### config.mk
export PLATFORM = sky130hd
export DESIGN_NAME = execute_cond_stage
export DESIGN_NICKNAME = d
export VERILOG_FILES = /design/src/rtl/arm_pkg.sv /design/src/rtl/cond_check.sv /design/src/rtl/execute_cond_stage.sv
export SDC_FILE = /design/constraint.sdc
export NUM_CORES = 1
export LEC_CHECK = 0
export CAP_MARGIN = 20
export CORE_MARGIN = 10
export CORE_UTILIZATION = 30
export DETAILED_ROUTE_END_ITERATION = 7
export GPL_TIMING_DRIVEN = 0
export SETUP_SLACK_MARGIN = 0.4
export SYNTH_ARGS = -nofsm -noshare
export SYNTH_HDL_FRONTEND = slang
export SYNTH_SLANG_ARGS = --single-unit
### constraint.sdc
create_clock -name clk -period 4.25 [get_ports clk]
set_clock_uncertainty 0.2 [all_clocks]
set_input_delay 0.6375 -clock clk [delete_from_list [all_inputs] [get_ports clk]]
set_output_delay 0.6375 -clock clk [all_outputs]
set_load 0.03 [all_outputs]
### src/rtl/arm_pkg.sv
// Shared ARM core definitions: condition codes, flag indices and the
// decode-to-execute control bundle.
package arm_pkg;

  localparam int COND_W = 4;
  localparam int FLAG_W = 4;

  typedef enum logic [COND_W-1:0] {
    EQ, NE, CS, CC, MI, PL, VS, VC,
    HI, LS, GE, LT, GT, LE, AL, NV
  } cond_e;

  localparam int FLAG_N = 3;
  localparam int FLAG_Z = 2;
  localparam int FLAG_C = 1;
  localparam int FLAG_V = 0;

  localparam int FW_NZ = 1;
  localparam int FW_CV = 0;

  typedef struct packed {
    logic       pcs;
    logic       reg_w;
    logic       mem_w;
    logic       branch;
    logic       mem_to_reg;
    logic       alu_src;
    logic [1:0] alu_control;
    logic [1:0] flag_w;
    cond_e      cond;
  } ctrl_de_t;

endpackage

### src/rtl/cond_check.sv
// Combinational ARM condition evaluator: {cond, flags} -> cond_ex.
module cond_check
  import arm_pkg::*;
(
  input  logic [COND_W-1:0] cond,
  input  logic [FLAG_W-1:0] flags,
  output logic              cond_ex
);

  logic n, z, c, v;

  assign n = flags[FLAG_N];
  assign z = flags[FLAG_Z];
  assign c = flags[FLAG_C];
  assign v = flags[FLAG_V];

  always_comb begin
    // NOTE: default assigned first so no path leaves cond_ex unassigned (no latch).
    cond_ex = 1'b1;
    case (cond_e'(cond))
      EQ: cond_ex = z;
      NE: cond_ex = ~z;
      CS: cond_ex = c;
      CC: cond_ex = ~c;
      MI: cond_ex = n;
      PL: cond_ex = ~n;
      VS: cond_ex = v;
      VC: cond_ex = ~v;
      HI: cond_ex = c & ~z;
      LS: cond_ex = ~c | z;
      GE: cond_ex = (n == v);
      LT: cond_ex = (n != v);
      GT: cond_ex = ~z & (n == v);
      LE: cond_ex = z | (n != v);
      AL: cond_ex = 1'b1;
      NV: cond_ex = 1'b1;
      default: cond_ex = 1'b1;
    endcase
  end

endmodule

### src/rtl/execute_cond_stage.sv
// Execute-stage control register, NZCV flags register and condition-gated
// write/branch/PC controls.
module execute_cond_stage
  import arm_pkg::*;
(
  input  logic              clk,
  input  logic              reset,
  input  logic              FlushE,
  input  logic              PCSD,
  input  logic              RegWD,
  input  logic              MemWD,
  input  logic              BranchD,
  input  logic              MemtoRegD,
  input  logic              ALUSrcD,
  input  logic [1:0]        ALUControlD,
  input  logic [1:0]        FlagWD,
  input  logic [COND_W-1:0] CondD,
  input  logic [FLAG_W-1:0] ALUFlags,
  output logic              PCSrcE,
  output logic              RegWriteE,
  output logic              MemWriteE,
  output logic              BranchTakenE,
  output logic              MemtoRegE,
  output logic              ALUSrcE,
  output logic [1:0]        ALUControlE,
  output logic              CondExE,
  output logic [FLAG_W-1:0] FlagsE
);

  ctrl_de_t          ctrl_d;
  ctrl_de_t          ctrl_e;
  logic [FLAG_W-1:0] flags;

  assign ctrl_d = '{
    pcs:         PCSD,
    reg_w:       RegWD,
    mem_w:       MemWD,
    branch:      BranchD,
    mem_to_reg:  MemtoRegD,
    alu_src:     ALUSrcD,
    alu_control: ALUControlD,
    flag_w:      FlagWD,
    cond:        cond_e'(CondD)
  };

  always_ff @(posedge clk or posedge reset) begin
    // NOTE: non-blocking assignments keep every register sampling pre-edge values.
    if (reset)       ctrl_e <= '0;
    else if (FlushE) ctrl_e <= '0;
    else             ctrl_e <= ctrl_d;
  end

  cond_check u_cond_check (
    .cond    (ctrl_e.cond),
    .flags   (flags),
    .cond_ex (CondExE)
  );

  // Flag write uses the instruction currently in E, independent of FlushE.
  always_ff @(posedge clk or posedge reset) begin
    if (reset) begin
      flags <= '0;
    end else begin
      if (ctrl_e.flag_w[FW_NZ] && CondExE)
        flags[FLAG_N:FLAG_Z] <= ALUFlags[FLAG_N:FLAG_Z];
      if (ctrl_e.flag_w[FW_CV] && CondExE)
        flags[FLAG_C:FLAG_V] <= ALUFlags[FLAG_C:FLAG_V];
    end
  end

  assign PCSrcE       = ctrl_e.pcs    & CondExE;
  assign RegWriteE    = ctrl_e.reg_w  & CondExE;
  assign MemWriteE    = ctrl_e.mem_w  & CondExE;
  assign BranchTakenE = ctrl_e.branch & CondExE;
  assign MemtoRegE    = ctrl_e.mem_to_reg;
  assign ALUSrcE      = ctrl_e.alu_src;
  assign ALUControlE  = ctrl_e.alu_control;
  assign FlagsE       = flags;

endmodule
==> flow_summary.json <==
{
  "postSynthCellCount": 82,
  "yosys_most_used_dff": "dfrtp_1",
  "cp-endpoint": "MemWriteE",
  "drt_iter0_markers": 18,
  "nets": 141,
  "synth-simple-area-share_pct": 25.0,
  "finalMaxSlewViolations": 0,
  "synth_area_leaders": "dfrtp_1, nor2b_1, and2_1, mux2_2, mux2i_1",
  "peakVddDrop_v": 0.000242,
  "rows": 19,
  "setup-tns-final_ps": 0,
  "core_sq_um": 2780,
  "rsz0062_at_grt": "false",
  "cts_max_level": 1,
  "grt_pass1_wl_um": 3240,
  "crit_required_ps": 3410,
  "yosysTopAreaCell": "dfrtp_1",
  "cap_viol_max_count": 0,
  "syn2layout_area_growth_pct": 46.4,
  "rr_startpoint": "ctrl_e[2]",
  "total_power_uw": 581,
  "ant_nets": 0,
  "synth_area_sq_um": 875,
  "synth.most_common_cell": "dfrtp_1",
  "via_per_inst": 4.73,
  "tightest_slew_ps": 674,
  "drcViolationCount": 0,
  "slew_headroom_pct": 55.0,
  "synthMuxAreaShare_pct": 6.15,
  "rrSetupSlack_ps": 2090,
  "synth_fp_nets": 103,
  "layout-drive-gt1-share_pct": 12.6,
  "multi_input_area_sq_um": 375,
  "port_buffers": 33,
  "synthAdderAreaFrac_pct": 0,
  "cp_slowest_stage_delay_ps": 680,
  "grt_max_degree": 19,
  "overflow": 0,
  "antenna_found_initial": 0,
  "post_cts_buffers": 0,
  "io_pins": 34,
  "yosysTopAreaCellShare_pct": 51.5,
  "crit_path_end_kind": "output port",
  "initial_core_util_pct": 31.4,
  "post_cts_resized": 0,
  "clk_latency_ps": 290,
  "dr_total_vias": 709,
  "firstDrtPassIters": 4,
  "die_x_um": 74.0,
  "n_antenna_cell": 0,
  "grt_pass1_vias": 740,
  "min_period_ps": 3580,
  "cpMaxStageDelayCell": "clkdlybuf4s50_1",
  "track_usage_pct": 7.45,
  "p_per_area_nw_per_um2": 454,
  "setup.worst_path.start_class": "flip-flop",
  "hold_path_class": "reg2reg",
  "tritoncts": "done",
  "synthXorXnorAreaFrac_pct": 2.00,
  "seq_area_frac_synth_pct": 51.5,
  "die_h_um": 74.0,
  "whs_ps": 406,
  "wl_um": 2030,
  "final_hold_viol_count": 0,
  "numCtsBuffers": 3,
  "status": "completed",
  "yosys-top-cells-count": "dfrtp_1, nor2b_1, and2_1, inv_1, nand2_1",
  "synth-edff-count": 0,
  "critPathMaxFanout": 10,
  "crit_start": "ctrl_e[2]",
  "clkTransAtPathRegs_ps": 100,
  "final_util_pct": 46.0,
  "synth_top_family_by_area": "simple AND/OR/NAND/NOR gates",
  "yosysWarningCount": 0,
  "synth_compound_area_share_pct": 9.73,
  "synth_cell_types": 30,
  "seqCellArea_sq_um": 450,
  "synth_area_per_cell_sq_um": 10.7,
  "reg2regPathDepth": 5,
  "num-fill-cells": 277,
  "cts_hold_buf": 0,
  "leakage_uw": 0.000545,
  "fmax_mhz": 280,
  "dieArea_sq_um": 5480,
  "clock-root-buffer": "clkbuf_4",
  "arrival_ps": 2740,
  "finalSetupViolations": 0,
  "clockBufferDepth": 2,
  "crit_chain": "clkbuf_2, or2_2, o221a_2, a31oi_1, and2_1, clkdlybuf4s50_1",
  "r2r-end": "FlagsE[1]",
  "fin_crit_sh_pct": 84.1,
  "gp_congestion": 0.754,
  "synth-seq-cells": 18,
  "cts_sinks": 18,
  "dp_hpwl_um": 1590,
  "path_class": "reg2out",
  "async_reset_ff_share_pct": 100,
  "wire_per_inst_um": 13.5
}
## metrics by stage
step	instances	worst slack, ps	cell area (sq um)
detailed placement	146	1000	1240
global route	150	495	1280
finish	150	674	1280
global placement	146	996	1240
floorplan	82	1140	875
CTS	150	654	1280
## cells by family (layout without fill, tap and decap cells)
group,Yosys count,in the layout
xor+xnor,2,2
simple gates,36,36
flops,18,18
mux,5,5
buf+inv,10,47
compound gates,11,11
## power breakdown
part           switching [uW]  internal, uW
Combinational             129           117
Clock                    55.5          52.2
Sequential               31.1           197
Total                     215           366
## worst min-delay path by stage
stage	to	cells after the start	start
detailed placement	FlagsE[1]	1	FlagsE[1]
finish	FlagsE[1]	1	FlagsE[1]
global route	FlagsE[0]	1	FlagsE[0]
CTS	FlagsE[1]	1	FlagsE[1]
global placement	FlagsE[1]	1	FlagsE[1]
floorplan	ALUControlE[0]	1	reset
## flip-flops by register name (all words and copies together), names as in the netlist
name,count
ctrl_e,10
FlagsE,4
ALUControlE,2
ALUSrcE,1
MemtoRegE,1
## cell usage in the layout, fill, tap and decap left out, types with 2 or more instances in the layout
cell and instances:
clkdlybuf4s50_1 33, dfrtp_1 18, nor2b_1 15, nand2_1 4, inv_1 4, and2_1 4, nand2b_1 3, nand3_1 3
a21oi_1 3, a31oi_1 3, clkbuf_4 3, buf_2 2, mux2i_1 2, mux2_2 2, buf_4 2
## final cells by class
cell class	instances	share of cell area, %
timing repair buffer	33	25.8
multi-input combinational	54	29.3
sequential	18	35.2
clock buffer	4	2.83
inverter	4	1.17
tap	31	3.03
buffer	6	2.64
## metal layers
metal,up-vias,global-route usage (%),wire length (um)
li1,346,-,-
met1,335,7.67,778
met2,28,11.3,902
met3,0,6.38,348
met4,0,1.86,0
met5,-,0,0
## worst max-delay path, delay by kind of cell (launching register included)
kind	cells	cell delay [ps]
buffers and inverters	2	850
AOI/OAI and AO/OA	2	700
and+or+nand+nor	2	530
DFF	1	370
Note: power is estimated with default switching activity, not from simulation.
